### config.mk
export PLATFORM = sky130hd
export DESIGN_NAME = hitskip_ctrl
export DESIGN_NICKNAME = d
export VERILOG_FILES = /design/src/rtl/hitskip_ctrl.sv
export SDC_FILE = /design/constraint.sdc
export NUM_CORES = 1
export LEC_CHECK = 0
export ABC_AREA = 1
export CAP_MARGIN = 20
export CORE_ASPECT_RATIO = 0.8
export CORE_MARGIN = 2
export CORE_UTILIZATION = 60
export CTS_CLUSTER_SIZE = 25
export DETAILED_ROUTE_END_ITERATION = 10
export PLACE_DENSITY = 0.84
export SLEW_MARGIN = 5
export SYNTH_ARGS = -nofsm -noshare
export SYNTH_HDL_FRONTEND = slang
export SYNTH_SLANG_ARGS = --single-unit
### constraint.sdc
create_clock -name clk -period 4.05 [get_ports clk]
set_input_delay 0.81 -clock clk [delete_from_list [all_inputs] [get_ports clk]]
set_output_delay 0.81 -clock clk [all_outputs]
set_load 0.01 [all_outputs]
### src/rtl/hitskip_ctrl.sv
// Hit-rate monitor for a TDC channel group: drives enable_hitskip with hysteresis
// and thins the hit stream to 1 of every SKIP_N+1 hits while skip mode is active.
module hitskip_ctrl #(
   parameter int CNT_W  = 16,
   parameter int SKIP_W = 4,
   parameter int STAT_W = 16
) (
   input  logic              clk,
   input  logic              rst_n,
   input  logic              cfg_wr,
   input  logic [1:0]        cfg_addr,
   input  logic [CNT_W-1:0]  cfg_wdata,
   output logic              cfg_ack,
   input  logic              hit_valid,
   output logic              hit_accept,
   output logic              enable_hitskip,
   output logic [STAT_W-1:0] skip_count,
   output logic [1:0]        dbg_state
);

   // Config protocol: cfg_wr is a single-cycle strobe with no back-pressure; the
   // addressed register updates on the edge that samples it and cfg_ack pulses
   // for exactly the following cycle. hit_valid is likewise a one-cycle strobe.

   localparam logic [1:0] ADDR_CTRL   = 2'd0;
   localparam logic [1:0] ADDR_WINDOW = 2'd1;
   localparam logic [1:0] ADDR_TON    = 2'd2;
   localparam logic [1:0] ADDR_TOFF   = 2'd3;
   localparam int         CLR_BIT     = 15;

   typedef enum logic [1:0] {
      ST_IDLE     = 2'd0,
      ST_MONITOR  = 2'd1,
      ST_SKIPPING = 2'd2
   } state_t;

   state_t              state, state_next;
   logic                ctrl_en;
   logic                ctrl_force;
   logic [SKIP_W-1:0]   skip_n;
   logic [CNT_W-1:0]    window;
   logic [CNT_W-1:0]    thresh_on;
   logic [CNT_W-1:0]    thresh_off;
   logic [CNT_W-1:0]    win_cnt;
   logic [CNT_W-1:0]    hit_cnt;
   logic [SKIP_W-1:0]   phase;

   logic                active;
   logic [CNT_W-1:0]    win_last;
   logic                window_end;
   logic [CNT_W:0]      hit_sum;
   logic [CNT_W-1:0]    hit_final;
   logic                pass;
   logic                drop;
   logic                clr_stat;

   assign dbg_state = state;

   always_comb begin
      active     = (state != ST_IDLE);
      // A programmed window of 0 behaves as a window of 1 cycle.
      win_last   = (window == '0) ? '0 : window - CNT_W'(1);
      window_end = active && (win_cnt == win_last) && !cfg_wr;
      hit_sum    = {1'b0, hit_cnt} + {{CNT_W{1'b0}}, hit_valid};
      hit_final  = hit_sum[CNT_W] ? {CNT_W{1'b1}} : hit_sum[CNT_W-1:0];
      pass       = (state == ST_IDLE) || !enable_hitskip || (phase == '0);
      drop       = hit_valid && !pass;
      clr_stat   = cfg_wr && (cfg_addr == ADDR_CTRL) && cfg_wdata[CLR_BIT];
   end

   always_comb begin
      state_next = state;
      case (state)
         ST_IDLE: begin
            if (ctrl_en) state_next = ST_MONITOR;
         end
         ST_MONITOR: begin
            if (!ctrl_en)
               state_next = ST_IDLE;
            else if (window_end && (hit_final >= thresh_on))
               state_next = ST_SKIPPING;
         end
         ST_SKIPPING: begin
            if (!ctrl_en)
               state_next = ST_IDLE;
            else if (window_end && (hit_final < thresh_off))
               state_next = ST_MONITOR;
         end
         default: state_next = ST_IDLE;
      endcase
   end

   always_ff @(posedge clk or negedge rst_n) begin
      if (!rst_n) begin
         state <= ST_IDLE;
      end else begin
         state <= state_next;
      end
   end

   always_ff @(posedge clk or negedge rst_n) begin
      if (!rst_n) begin
         ctrl_en    <= 1'b0;
         ctrl_force <= 1'b0;
         skip_n     <= '0;
         window     <= CNT_W'(1000);
         thresh_on  <= CNT_W'(100);
         thresh_off <= CNT_W'(50);
         cfg_ack    <= 1'b0;
      end else begin
         cfg_ack <= cfg_wr;
         if (cfg_wr) begin
            case (cfg_addr)
               ADDR_CTRL: begin
                  ctrl_en    <= cfg_wdata[0];
                  ctrl_force <= cfg_wdata[1];
                  skip_n     <= cfg_wdata[SKIP_W+3:4];
               end
               ADDR_WINDOW: window     <= cfg_wdata;
               ADDR_TON:    thresh_on  <= cfg_wdata;
               ADDR_TOFF:   thresh_off <= cfg_wdata;
               default:     ;
            endcase
         end
      end
   end

   // Any config write restarts the measurement window without touching the state.
   always_ff @(posedge clk or negedge rst_n) begin
      if (!rst_n) begin
         win_cnt <= '0;
         hit_cnt <= '0;
      end else if (cfg_wr || !active || window_end) begin
         win_cnt <= '0;
         hit_cnt <= '0;
      end else begin
         win_cnt <= win_cnt + CNT_W'(1);
         hit_cnt <= hit_final;
      end
   end

   // Phase sits at 0 whenever skip mode is off, so every entry starts by passing a hit.
   always_ff @(posedge clk or negedge rst_n) begin
      if (!rst_n) begin
         phase <= '0;
      end else if (!active || !enable_hitskip) begin
         phase <= '0;
      end else if (hit_valid) begin
         phase <= (phase >= skip_n) ? '0 : phase + SKIP_W'(1);
      end
   end

   always_ff @(posedge clk or negedge rst_n) begin
      if (!rst_n) begin
         enable_hitskip <= 1'b0;
         hit_accept     <= 1'b0;
      end else begin
         enable_hitskip <= (state == ST_SKIPPING) || (ctrl_en && ctrl_force);
         hit_accept     <= hit_valid && pass;
      end
   end

   always_ff @(posedge clk or negedge rst_n) begin
      if (!rst_n) begin
         skip_count <= '0;
      end else if (clr_stat) begin
         skip_count <= '0;
      end else if (drop && (skip_count != {STAT_W{1'b1}})) begin
         skip_count <= skip_count + STAT_W'(1);
      end
   end

endmodule

; Word-level counts from Yosys, hierarchy flattened
; Cells that the tools add are included.
[totals]
wordCells = 79
reg_bits = 111
output_inout_bits = 21
input_bits = 22
[op_classes]
addsub = 5
eq_ne = 10
mux = 15
n_lt_le_gt_ge = 3
n_reduce_logical = 32
[op_table]
columns = op, count
row1 = 16-bit 2-to-1 mux, 6
row2 = "16-bit by 1-bit adder with 16-bit output, second input constant", 2
row3 = 16-bit by 1-bit adder with 17-bit output, 1
row4 = 16-bit equality test, 1
row5 = 16-bit >= comparator, 1
row6 = 16-bit zero test, 1
row7 = 16-bit < comparator, 1
row8 = "16-bit inequality test, second input constant", 1
row9 = "16-bit by 1-bit subtractor with 16-bit output, second input constant", 1
row10 = 4-bit 2-to-1 mux, 3
row11 = 1-bit logical AND, 10
row12 = 2-bit 2-to-1 mux, 5
row13 = 2-bit AND reduction, 4
row14 = "2-bit equality test, second input constant", 3
row15 = 1-bit logical OR, 6
row16 = "3-bit inequality test, second input constant", 2
row17 = 2-bit one-hot mux with 3 select lines, 1
row18 = 2-bit nonzero test, 3
row19 = "4-bit by 1-bit adder with 4-bit output, second input constant", 1
row20 = "2-bit by 1-bit equality test with 1-bit output, second input constant", 2
row21 = 4-bit >= comparator, 1
row22 = 1-bit zero test, 4
row23 = 2-bit zero test, 2
row24 = 4-bit zero test, 1
row25 = 2 further kinds, 2

; Longest topological paths before layout
; Gate-level depths: netlist (run 1).
[depth]
ltp_word = 9
depth_mapped = 24
mapped_depth_nobuf = 23

; Worst setup path after synthesis (run 1)
; No wires, ideal clock.
[synth_path]
path_kind = input port to flip-flop
start = in hit_valid
end = reg state[1], in the netlist dbg_state[1]
required_ns = 3.924
path_slack_ns = 0.650
setup_time_ns = 0.126
t_arrival_ns = 3.273
path_stages = 19
n_path_buf = 1
path_cell_list = ha_1 ha_1 nand3_1 nor3_1 inv_1 nor2_1 inv_1 nor2_1 inv_1 buf_2 nand2_1 ha_1 a21oi_1 nand3b_1 a21oi_1 a2111oi_0 nand3_1 nand2_1 o21ai_0
[synth_via]
elab_chain_cells = 6
elab_cells_between_ends = 9
classes_between = 1 x add/sub / 2 x order compare / 2 x eq/ne / 1 x mux / 3 x reduce/logical
[synth_rtl]
columns = element, line
row1 = from (decl), 14  ; input logic hit_valid,
row2 = 16-bit by 1-bit adder with 17-bit output *, 64  ; hit_sum = {1'b0, hit_cnt} + {{CNT_W{1'b0}}, hit_valid};
row3 = 16-bit 2-to-1 mux *, 65  ; hit_final = hit_sum[CNT_W] ? {CNT_W{1'b1}} : hit_sum[CNT_W-1:0];
row4 = 16-bit < comparator / 16-bit >= comparator (equally long branches), "86, 80"
row5 = "1-bit logical AND, on equally long branches", "86, 80"
row6 = 3-bit inequality test (no line), n/a
row7 = 3-bit AND reduction (no line) *, n/a
row8 = to (signal assigned), 97  ; state <= state_next;
row9 = to (decl), 37  ; state_t state, state_next;
; Mark *: on every way between the ends. The rest lies on a longest branch, timed or not.
; A chain may end at the register's enable or synchronous reset.

; Worst setup path after layout (run 1)
[layout_path]
start = in hit_valid
end = reg state[0], in the netlist dbg_state[0]
; The elaborated chain is that of the path after synthesis.

==> summary by stage, run 1 <==
Detailed routing
After detailed routing, the met3 layer carries slightly below 700 um of wire. The number of search-and-repair iterations in the first detailed-routing pass is 5. For this block, the routed nets add up to 14.40 mm of wire.

The length of routed wiring on met1 is ~6.8 mm. Routed signal wires occupy layers up through met4. The average vias per placed instance is between 5 and 6. The number of vias after detailed routing is 5603. After detailed routing, the met2 layer carries between 6 and 7 mm of wire. In the routed design, unresolved DRC markers number 0. The routed wirelength normalized by instance count is 13.76 um. The first-iteration detailed-routing DRC count is 474. The final antenna-violating net count is 0.

Logic synthesis
The synthesized design contains 111 register bits. After synthesis the cells add up to 6563 um2. The number of enable-type register cells in the synthesized netlist is 0. sky130_fd_sc_hd__dfrtp_1 takes more of the synthesized area than any other cell.

In the synthesized netlist, the number of instances is 848. By count the netlist is led by 195 x sky130_fd_sc_hd__nand2_1, 140 x sky130_fd_sc_hd__inv_1, 99 x sky130_fd_sc_hd__dfrtp_1. By instance count, the leading cell after synthesis is sky130_fd_sc_hd__nand2_1.

In this run, distinct cell masters in the synthesized netlist total 42. Counting flops with an async set or reset pin after synthesis yields a share of 1.000. For this run, the register share of the synthesized area comes to 0.4255. A synthesized cell averages 7.739 um2. The number of warnings reported in the yosys synthesis log is 0. The number of nets in the synthesized netlist is 912. For this run, the leading register cell type out of synthesis is sky130_fd_sc_hd__dfrtp_1. After synthesis, the cell types taking the most area are sky130_fd_sc_hd__dfrtp_1 38%, sky130_fd_sc_hd__nand2_1 11%, sky130_fd_sc_hd__ha_1 8.0%, sky130_fd_sc_hd__inv_1 8.0%, sky130_fd_sc_hd__o21ai_0 5.4%. The top-area cell type share of the netlist area is 0.3775.

Pwr
The static leakage power is about 3.7 nW. Cell internal power was estimated by the tool at between 0.0015 and 0.002 W. The combinational cell fraction of total power is 0.203. Of the total power, registers draw 0.480. Of the total power, the share spent switching nets is 0.2905. The share of total power dissipated in the clock network is 0.317.

The switching power summed over all nets is 0.0007914 W. The cell area power density is 361.9 nW/um2. The worst IR drop on VDD is 0.2372 mV.

STA
Dividing the final minimum period by the clock period gives 0.8544. The largest clock skew in the final design is 0.008899 ns. The highest attainable clock frequency is 289.0 MHz. The transition time of the tightest slew-check pin is 0.9795 ns. The remaining max-slew budget at the tightest pin is 0.3451.

Counting I/O delays and the setup requirement, the final critical path takes 3.460 ns. Setup violations remaining at the end of the flow were counted as 0. The max-slew violation count is 0.

The number of hold violations in the final report was 0. Setup repair after global routing left no endpoint under its margin.

Setup path
On the worst path, the slowest cell contributes a delay of around 0.28 ns. The startpoint type of the worst setup path is an input pin. The critical path's slowest cell is sky130_fd_sc_hd__ha_1. Traced cell by cell, the critical path runs through dlymetal6s2s_1, ha_2, ha_1, nand3_2, nor3_4, inv_1, nor2_1, inv_1, nor4_4, nor2_1, nor2_1, inv_1, ha_1, nand2_1, inv_1, nand3_1, inv_1, a21oi_1, nand3_1, nand2_1, nand2_1, nand3_1, nand2_1. Data on the critical path arrives at its endpoint at 3.70 ns.

The worst path required time is 4.29 ns. The endpoint kind of the worst setup timing path is a flop. The number of cells on the worst reg-to-reg path is 22. The largest fanout of any net on the critical path is 3. The critical path start-end classification is input pin to flop.

The cell repeated most along the worst path is sky130_fd_sc_hd__inv_1.

Clock network
No sink is reached through more buffers than the 2 on the longest clock path. The CTS tree is yes. At the later pin of the worst-skew pair, clock insertion delay measures 0.34 ns. Clock-pin slew was measured on the worst setup and hold paths at 0.07 ns. The number of clock sinks is roughly 110. The tree is rooted in a sky130_fd_sc_hd__clkbuf_16. In this run, CTS created clock tree buffers numbering 9. The clock tree synthesis step divided the H-tree into 3 levels.

Floorplan
The initial utilization of the core area, before any placement, comes to 0.6097. The top-level I/O count is 43. The area of the core is 10760 um2. The floorplan step set the die height to 97.54 um. The number of rows created at floorplan is 34. The die is 120.9 um wide.

The die covers between 10000 and 15000 um2.

Global routing
The initial antenna violation count is 0. The largest net degree at the start of global routing is between 80 and 90. The combined global-route utilization of all metal layers is 0.2606. The sum of overflow across all layers after global routing is 0. The first global-routing pass estimated 25.03 mm of wire. The number of global-route vias before repair came to 5380.

Cells and area
The number of nets in the layout is 963. For this run, the share of the core covered by cells in the final layout is 0.6994. The finished layout holds 1047 standard cells, fillers aside. The post-route cell area is approximately 7500 um2. The repair_antennas step left the layout with diodes totalling 0. The fraction of final layout cells sized beyond drive strength 1 is 0.07863.

The area added between synthesis and finish is 14.70%.

Hold path
The class of the tightest hold or removal check is input pin to async pin.

Placed design
The HPWL reported at the end of detailed placement is 10.59 mm. After detailed placement, the total cell area comes to just over 7000 um2. Port buffering added 42 buffers. The number of placed cells counting well taps is 1030. At the end of routability-driven placement, the weighted congestion stood at 0.8751.

Outcome
The flow ran to the end, and the final reports show no timing, DRC or antenna violations.

Job
The number of max-capacitance violations reported is 0.
## flip-flops by register name, indices dropped and copies added (netlist names)
signal,flops
thresh_off,16
cfg_ack,1
hit_accept,1
enable_hitskip,1
ctrl_force,1
skip_count,16
win_cnt,16
skip_n,4
phase,4
dbg_state,2
hit_cnt,16
ctrl_en,1
window,16
thresh_on,16
## final cells by class
| type | count | area [um2] |
|---|---|---|
| Fill cell | 843 | 3236 |
| Multi-Input combinational cell | 579 | 3188 |
| Sequential cell | 111 | 2793 |
| Timing Repair Buffer | 57 | 553.0 |
| Inverter | 141 | 529.3 |
| Clock buffer | 14 | 254.0 |
| Tap cell | 144 | 180.2 |
| Clock inverter | 1 | 30.03 |
## cell families (layout without fill, tap and decap cells)
logic type                 Yosys count  count (layout)  synth area share
adders and majority gates           42              42           0.08008
xor gates and xnor gates            22              22           0.02936
AOI/OAI and AO/OA                  132             132            0.1112
DFF                                111             111            0.4255
and+or+nand+nor                    383             383            0.2580
buffers and inverters              158             213           0.09590
## power by group through the flow
stage | clock network, W | logic (W) | registers, W
2_1_floorplan | 0 | 0.000388 | 0.00131
3_3_place_gp | 0 | 0.000522 | 0.00132
3_5_place_dp | 0 | 0.000542 | 0.00132
4_1_cts | 0.000886 | 0.000549 | 0.00131
5_1_grt | 0.000931 | 0.000639 | 0.00132
6_report | 0.000864 | 0.000552 | 0.00131
## critical path: cells and delay by family
| kind | cells | cell delay (ns) |
|---|---|---|
| AO/OA/AOI/OAI | 1 | 0.17 |
| adder cells (fa/ha/maj) | 3 | 0.70 |
| buffers and inverters | 6 | 0.57 |
| AND/OR/NAND/NOR | 13 | 1.46 |
## path summary, 6_finish.rpt
kind                             from            end  slack, ns
setup / recovery            hit_valid   dbg_state[0]       0.59
hold / removal                  rst_n  skip_count[8]       0.42
setup reg to reg           hit_cnt[0]   dbg_state[0]       0.93
hold reg to reg             skip_n[1]      skip_n[1]       0.48
max in group asynchronous       rst_n     win_cnt[4]       2.80
min in group clk            skip_n[1]      skip_n[1]       0.48
## through the flow
stage                     TNS (ns)  setup WS (ns)  total power [W]  hold slack (ns)
after floorplan                  0         0.6505         0.001695           0.4494
after global routing             0         0.2642         0.002890           0.4417
final                            0         0.5896         0.002724           0.4212
after global placement     -0.1177       -0.06812         0.001845           0.4670
after detailed placement   -0.4798        -0.2419         0.001865           0.4749
after CTS                        0        0.09747         0.002740           0.4913
## metal layers
layer | GRT usage | up-vias
met2 | 0.4015 | 150
met5 | 0 | -
met1 | 0.3789 | 2625
li1 | - | 2811
met3 | 0.04754 | 17
met4 | 0.06887 | 0
## repair_timing
item | 4_1_cts | 5_1_grt
endpoints found under the setup margin | 0 | 2
setup buffers | 0 | 1
hold endpoints to repair | 0 | 0
hold buffers | 0 | 0
gates resized for setup | 0 | 12
## layout by cell type, fill, tap and decap left out, types with 7 or more instances in the layout
master and n:
sky130_fd_sc_hd__nor3_1 10, sky130_fd_sc_hd__ha_1 41, sky130_fd_sc_hd__inv_1 139, sky130_fd_sc_hd__buf_4 15, sky130_fd_sc_hd__nand4_1 11, sky130_fd_sc_hd__clkdlybuf4s50_1 40, sky130_fd_sc_hd__a21oi_1 39, sky130_fd_sc_hd__nand3_1 55
sky130_fd_sc_hd__nand2_1 195, sky130_fd_sc_hd__clkbuf_16 9, sky130_fd_sc_hd__dfrtp_1 99, sky130_fd_sc_hd__dfstp_2 12, sky130_fd_sc_hd__xor2_1 15, sky130_fd_sc_hd__o21ai_0 71, sky130_fd_sc_hd__xnor2_1 7, sky130_fd_sc_hd__nor2_1 82
No activity file was read; power rests on OpenSTA's default activity.
==> inputs of run 2 (changes only) <==
--- a/config.mk
+++ b/config.mk
@@ -13,6 +13,7 @@
 export CTS_CLUSTER_SIZE = 25
 export DETAILED_ROUTE_END_ITERATION = 10
 export PLACE_DENSITY = 0.84
+export REMOVE_ABC_BUFFERS = 1
 export SLEW_MARGIN = 5
 export SYNTH_ARGS = -nofsm -noshare
 export SYNTH_HDL_FRONTEND = slang
==> run 2 against run 1 <==
Cell count is the same; core utilization decreased by 0.19 points; critical path depth stayed put; hold slack got worse by 0.025 ns; sequential cell count stayed put; largest power group unchanged.
==> summary by stage, run 2 (synthesis results as in run 1) <==
Clock network
The total of hold buffers inserted after clock tree synthesis is 0 (unchanged). The CTS tree is yes. The largest buffer count on any clock path came to 2 (unchanged). The cell sitting at the root of the clock tree is a sky130_fd_sc_hd__clkbuf_16. The number of clock sinks was 111 (unchanged). The CTS buffer count is 9 (unchanged).

The clock-pin transition on the worst setup and hold timing paths was 0.07 ns (about the same). The number of H-tree branching levels was 3 (unchanged). The worst-skew pair later-pin latency is 0.36 ns (+0.02 ns).

Setup path
The arrival time of the worst setup path is 4.07 ns (+0.37 ns). The startpoint of the most critical setup path is hit_valid. The critical path goes through clkdlybuf4s50_1, ha_1, ha_1, nand3_2, nor3_2, inv_1, nor2_1, inv_1, nor4_2, nor2_1, nor2_1, inv_1, ha_1, nand2_1, inv_1, nand3_1, nor3_2, nand3_1, nand3_1, nand2_1, nand2_1, nand3_1, nand2_1. The largest fanout of any net on the critical path is 3 (unchanged). The delay of the slowest critical-path stage is 0.55 ns (+0.27 ns). STA classifies the critical path startpoint as an input pin. The critical path start-end classification is input pin to flop. The worst path required time is 4.35 ns (+0.06 ns). The startpoint identified for the worst register-to-register timing path is hit_cnt[0]. The critical path's slowest cell is sky130_fd_sc_hd__clkdlybuf4s50_1. The worst setup path is captured at a flop.

Placed design
The final estimated routing congestion in global placement is 0.9021 (+3.1%). The number of I/O port buffers was 42 (unchanged). The HPWL reported at the end of detailed placement is 10.24 mm (-3.3%). The post-place instance area was 7151 um2 (-0.10%).

Floorplan
The area of the core is 10760 um2 (unchanged). The die footprint was 11800 um2 (unchanged). The effective utilization at floorplan is 0.6097 (unchanged). The height of the die was 97.54 um (unchanged). The width of the die came to 120.9 um (unchanged). The top-level I/O count is 43 (unchanged). The number of rows created at floorplan is 34 (unchanged).

Pwr
The proportion of power drawn by flip-flops and latches came to 0.470 (-0.010). The internal power contribution came to 0.001923 W (-0.49%). The cell area power density came to 370.6 nW/um2 (+2.4%).

The combinational cell fraction of total power is 0.197 (-0.006). The switching power summed over all nets is 0.0008588 W (+8.5%). The switching power share of the total was 0.3087 (+0.01819). The static leakage power came to 3.679 nW (-1.1%). The power after layout was 0.002782 W (+2.1%). The clock group share of total power is 0.333 (+0.016). The worst IR drop on VDD was 0.2872 mV (+21%).

STA
The final hold slack came to 0.3962 ns (-0.02496 ns). The max-slew violation count is 0 (unchanged). The shortest clock period the worst path allows after layout is 3.771 ns (+0.3102 ns). The number of hold violations in the final report is 0 (unchanged). The remaining max-slew budget at the tightest pin was 0.3134 (-0.03179).

The largest clock skew in the final design was 0.008595 ns (-0.0003037 ns). The transition time of the tightest slew-check pin is 1.027 ns (+0.04755 ns). Setup repair after global routing left no endpoint under its margin.

The highest attainable clock frequency is 265.2 MHz (-8.2%). The count of endpoints failing setup in the final report is 0 (unchanged). The final cycle utilization of the critical path is 0.9310 (+0.07659).

Global routing
The initial antenna violation count is 0 (unchanged). The combined global-route utilization of all metal layers is 0.2507 (-0.009933). The first-pass GRT wire length is 23.93 mm (-4.4%). The sum of overflow across all layers after global routing is 0 (unchanged). The largest net degree at the start of global routing is 39 (-53%).

The number of global-route vias before repair is 5082 (-5.5%).

Cells and area
The post-route cell area is 7507 um2 (-0.27%). The number of nets in the layout was 962 (-0.10%). Relative to the synthesized area, the layout overhead comes to 14.39%.

The library cells used most frequently in the layout, excluding fill and tap cells, are 195 x sky130_fd_sc_hd__nand2_1, 140 x sky130_fd_sc_hd__inv_1, 99 x sky130_fd_sc_hd__dfrtp_1. The library cell used most frequently in the layout, excluding fill and tap cells, is sky130_fd_sc_hd__nand2_1. The fraction of final layout cells sized beyond drive strength 1 is 0.07973 (+0.001107). The number of diodes added for antenna fixing is 0 (unchanged).

Hold path
The worst hold path belongs to the class input pin to async pin.

Detailed routing
The average vias per placed instance was 5.305 (-0.87%). The first-iteration detailed-routing DRC count is 380 (-20%). The wire length reported by the detailed router is 14.03 mm (-2.6%). The number of search-and-repair iterations in the first detailed-routing pass is 5 (unchanged). The number of vias after detailed routing is 5554 (-0.87%). The final antenna-violating net count is 0 (unchanged). The routed wirelength normalized by instance count is 13.40 um (-2.6%).

The remaining routing DRC violations was 0 (unchanged).

Outcome
The flow ran to the end, and the final reports show no timing, DRC or antenna violations.

Job
The number of max-capacitance violations reported is 0 (unchanged).
[run 2: repair_timing]
action,CTS,global route
gates resized for setup,0,6
setup buffers,0,1
endpoints found under the setup margin,0,2
hold endpoints to repair,0,0
[run 2: worst max-delay path, delay by kind of cell]
kind / cells / cell delay [ns]
buffers and inverters: 5 / 0.85
AND/OR/NAND/NOR: 15 / 1.73
adder cells (fa/ha/maj): 3 / 0.69
[run 2: layer usage]
layer  track usage  up-vias  wire, um
met5             0        -         0
met4       0.05367        0       169
met3       0.04695       16       806
met2        0.3725      147      6284
met1        0.3813     2575      6774
li1              -     2816         -
[run 2: final cells by class]
class	count	area, um2
Timing Repair Buffer	56	530.5
Fill cell	832	3256
Clock buffer	9	225.2
Multi-Input combinational cell	579	3168
Sequential cell	111	2793
Inverter	141	529.3
Tap cell	144	180.2
Clock inverter	7	81.33
[run 2: metrics by stage]
| stage | worst slack [ns] | TNS (ns) | std cells | util |
|---|---|---|---|---|
| global placement | -0.02719 | -0.03848 | 1029 | 0.6644 |
| global route | 0.02770 | 0 | 1047 | 0.6975 |
| detailed placement | -0.1664 | -0.3114 | 1029 | 0.6644 |
| CTS | 0.2052 | 0 | 1045 | 0.6929 |
| finish | 0.2795 | 0 | 1047 | 0.6975 |
| floorplan | 0.6327 | 0 | 831 | - |
[run 2: power groups by stage]
stage               Clock, W  Sequential, W  Combinational, W
floorplan                  0        0.00131          0.000371
global placement           0        0.00132          0.000522
detailed placement         0        0.00132          0.000541
CTS                 0.000941        0.00130          0.000547
global route        0.000987        0.00132          0.000638
finish              0.000926        0.00131          0.000549
[run 2: worst paths after layout]
| check | depth (start not counted) | slack [ns] | endpoint |
|---|---|---|---|
| worst max-delay path | 23 | 0.28 | dbg_state[0] |
| worst min-delay path | 1 | 0.40 | thresh_off[10] |
| worst max register to register | 22 | 1.00 | dbg_state[0] |
| worst min register to register | 2 | 0.49 | thresh_on[15] |
| max in group asynchronous | 2 | 2.77 | thresh_off[1] |
| min in group clk | 2 | 0.49 | thresh_on[15] |
==> inputs of run 3 (changes only) <==
--- a/config.mk
+++ b/config.mk
@@ -8,7 +8,7 @@
 export ABC_AREA = 1
 export CAP_MARGIN = 20
 export CORE_ASPECT_RATIO = 0.8
-export CORE_MARGIN = 2
+export CORE_MARGIN = 8
 export CORE_UTILIZATION = 60
 export CTS_CLUSTER_SIZE = 25
 export DETAILED_ROUTE_END_ITERATION = 10
==> run 3 against run 2 <==
Die area increased by 23%; highest routed layer unchanged; clock power increased by 2.8%; global-route usage decreased by 3.9 points; non-clock buffer count increased by 1.
==> summary by stage, run 3 (synthesis results as in run 1) <==
Outcome
The run finished with clean final reports.

Detailed routing
The average vias per placed instance is 5.407 (+1.9%). The final antenna-violating net count is 0 (unchanged). The number of vias after detailed routing is 5667 (+2.0%).

The wire length reported by the detailed router is 14.73 mm (+4.9%). The first-iteration detailed-routing DRC count is 511 (+34%). The number of search-and-repair iterations in the first detailed-routing pass came to 5 (unchanged). The remaining routing DRC violations is 0 (unchanged).

The routed wirelength normalized by instance count is 14.05 um (+4.8%).

STA
Setup repair after global routing left no endpoint under its margin. The final worst setup slack is 0.5816 ns (+0.3021 ns). The largest clock skew in the final design is 0.006037 ns (-0.002558 ns).

The highest attainable clock frequency was 288.3 MHz (+8.7%). The final hold slack is 0.4509 ns (+0.05471 ns). The remaining max-slew budget at the tightest pin is 0.3430 (+0.02967). The count of endpoints failing setup in the final report is 0 (unchanged). The final cycle utilization of the critical path is 0.8564 (-0.07460).

The number of hold violations in the final report is 0 (unchanged). The shortest clock period the worst path allows after layout is 3.468 ns (-0.3021 ns). The max-slew violation count is 0 (unchanged). The transition time of the tightest slew-check pin is 0.9827 ns (-0.04437 ns).

Job
The number of max-capacitance violations reported was 0 (unchanged).

Floorplan
The die footprint was 14560 um2 (+23%). The height of the die is 109.5 um (+12%). The width of the die is 132.9 um (+9.9%).

The effective utilization at floorplan is 0.6097 (unchanged). The number of rows created at floorplan was 34 (unchanged). The top-level I/O count is 43 (unchanged). The area of the core is 10760 um2 (unchanged).

Cells and area
The fraction of final layout cells sized beyond drive strength 1 is 0.07743 (-0.002301). The number of diodes added for antenna fixing is 0 (unchanged). Leaving out fill and tap cells, the most frequent cells in the layout are 195 x sky130_fd_sc_hd__nand2_1, 140 x sky130_fd_sc_hd__inv_1, 99 x sky130_fd_sc_hd__dfrtp_1. The register area is 2793 um2 (unchanged). The non-filler instance count after layout is 1048 (+0.096%).

The fill cell instance count of the final layout is 863 (+3.7%). Relative to the synthesized area, the layout overhead comes to 14.74%. The most common library cell in the layout ignoring fill and taps is sky130_fd_sc_hd__nand2_1.

The multi-input combinational cell area is 3172 um2 (+0.12%). The number of nets in the layout is 963 (+0.10%).

Setup path
The worst path required time is 4.34 ns (about the same). The arrival time of the worst setup path was 3.76 ns (-0.31 ns). The critical path's slowest cell is sky130_fd_sc_hd__ha_1. STA classifies the critical path startpoint as an input pin.

Traced cell by cell, the critical path runs through dlymetal6s2s_1, ha_1, ha_1, nand3_1, nor3_2, inv_1, nor2_1, inv_1, nor4_4, nor2_1, nor2_1, inv_1, ha_1, nand2_1, inv_1, nand3_1, nor3_2, nand3_1, nand3_1, nand2_1, nand2_1, nand3_1, nand2_1. The largest fanout of any net on the critical path was 3 (unchanged). The endpoint kind of the worst setup timing path is a flop. Among the stages of the critical path, the cell type that occurs most often is sky130_fd_sc_hd__nand3_1. The critical path start-end classification is input pin to flop. The total buffers and inverters traversed by the critical path is 5 (unchanged). The delay of the slowest critical-path stage came to 0.27 ns (-0.28 ns).

The cell family contributing the most delay on the critical path is simple AND/OR/NAND/NOR gates.

Global routing
The combined global-route utilization of all metal layers came to 0.2118 (-0.03891). The initial antenna violation count came to 0 (unchanged). The number of global-route vias before repair is 5543 (+9.1%).

The largest net degree at the start of global routing is 46 (+18%). The first-pass GRT wire length was 25.52 mm (+6.6%). The sum of overflow across all layers after global routing was 0 (unchanged).

Placed design
The number of placed cells counting well taps is 1031 (+0.19%). The number of I/O port buffers was 42 (unchanged). The final estimated routing congestion in global placement was 0.9243 (+2.5%). The HPWL reported at the end of detailed placement is 10.74 mm (+4.8%). The placement-stage worst setup slack is -0.2143 ns (-0.04781 ns).

Pwr
The power after layout is 0.002820 W (+1.4%). The worst IR drop on VDD is 0.3222 mV (+12%). The static leakage power is 3.716 nW (+1.0%). The cell area power density was 374.5 nW/um2 (+1.0%).

Hold path
The tightest min-delay check is of the input pin to async pin type.

Clock network
The CTS buffer count is 9 (unchanged). The worst-skew pair later-pin latency is 0.35 ns (about the same). The largest buffer count on any clock path came to 2 (unchanged). The number of H-tree branching levels came to 3 (unchanged). The total of hold buffers inserted after clock tree synthesis was 0 (unchanged). TritonCTS built the clock tree. The clock tree root buffer cell is sky130_fd_sc_hd__clkbuf_16. The clock-pin transition on the worst setup and hold timing paths was 0.07 ns (about the same). The number of clock sinks is 111 (unchanged).
run 3: changes by cell type in the layout (fill, tap and decap cells not counted), sizes merged:
cell           before  now
buf                15   16
clkbuf              9   11
dlymetal6s2s        0    1
inv               142  141
clkinvlp            2    0
bufinv              1    2
clkdlybuf4s50      41   40
run 3: worst register-to-register path, delay by kind of cell, from the launching register on:
family	cells	cell delay, ns
fa+ha+maj	3	0.63
buf+inv	4	0.32
flops	1	0.35
simple gates	15	1.78
run 3: timing repair:
action                                  in CTS  in global routing
buffers inserted                             0                  0
endpoints found under the setup margin       0                  2
gates resized for setup                      0                  7
run 3: cell type report:
cell class,instances,area share
clock buffers,11,0.03091
repair buffers,57,0.07178
well taps,144,0.02393
multi-input cells,579,0.4212
inverters,141,0.07029
flip-flops and latches,111,0.3709
clock inverters,5,0.01097
run 3: final timing paths:
check	start	depth (start not counted)	slack, ns	endpoint
hold / removal	rst_n	1	0.45	hit_cnt[9]
max in group asynchronous	rst_n	2	2.68	thresh_off[5]
setup / recovery	hit_valid	23	0.58	dbg_state[0]
hold reg to reg	ctrl_force	2	0.49	ctrl_force
setup reg to reg	hit_cnt[0]	22	0.92	dbg_state[0]
min in group clk	ctrl_force	2	0.49	ctrl_force
run 3: layer usage:
layer	GRT usage	vias to the layer above	part of all wire
met4	0.06306	0	0.014
li1	-	2826	-
met1	0.2830	2666	0.48
met3	0.04247	21	0.051
met2	0.3451	154	0.45
met5	0	-	0
run 3: report_power, final:
part           internal, W  total (W)  switching (W)  leakage, nW
combinational     0.000212   0.000559       0.000347         2.12
clock             0.000546   0.000952       0.000406        0.154
sequential         0.00122    0.00131      0.0000856         1.44
run 3: stage by stage:
stage	utilization	cell area (um2)	TNS, ns
3_3_place_gp	0.6658	7166	0
5_1_grt	0.6996	7530	0
3_5_place_dp	0.6658	7166	-0.3970
4_1_cts	0.6951	7481	0
2_1_floorplan	-	6462	0
6_report	0.6996	7530	0
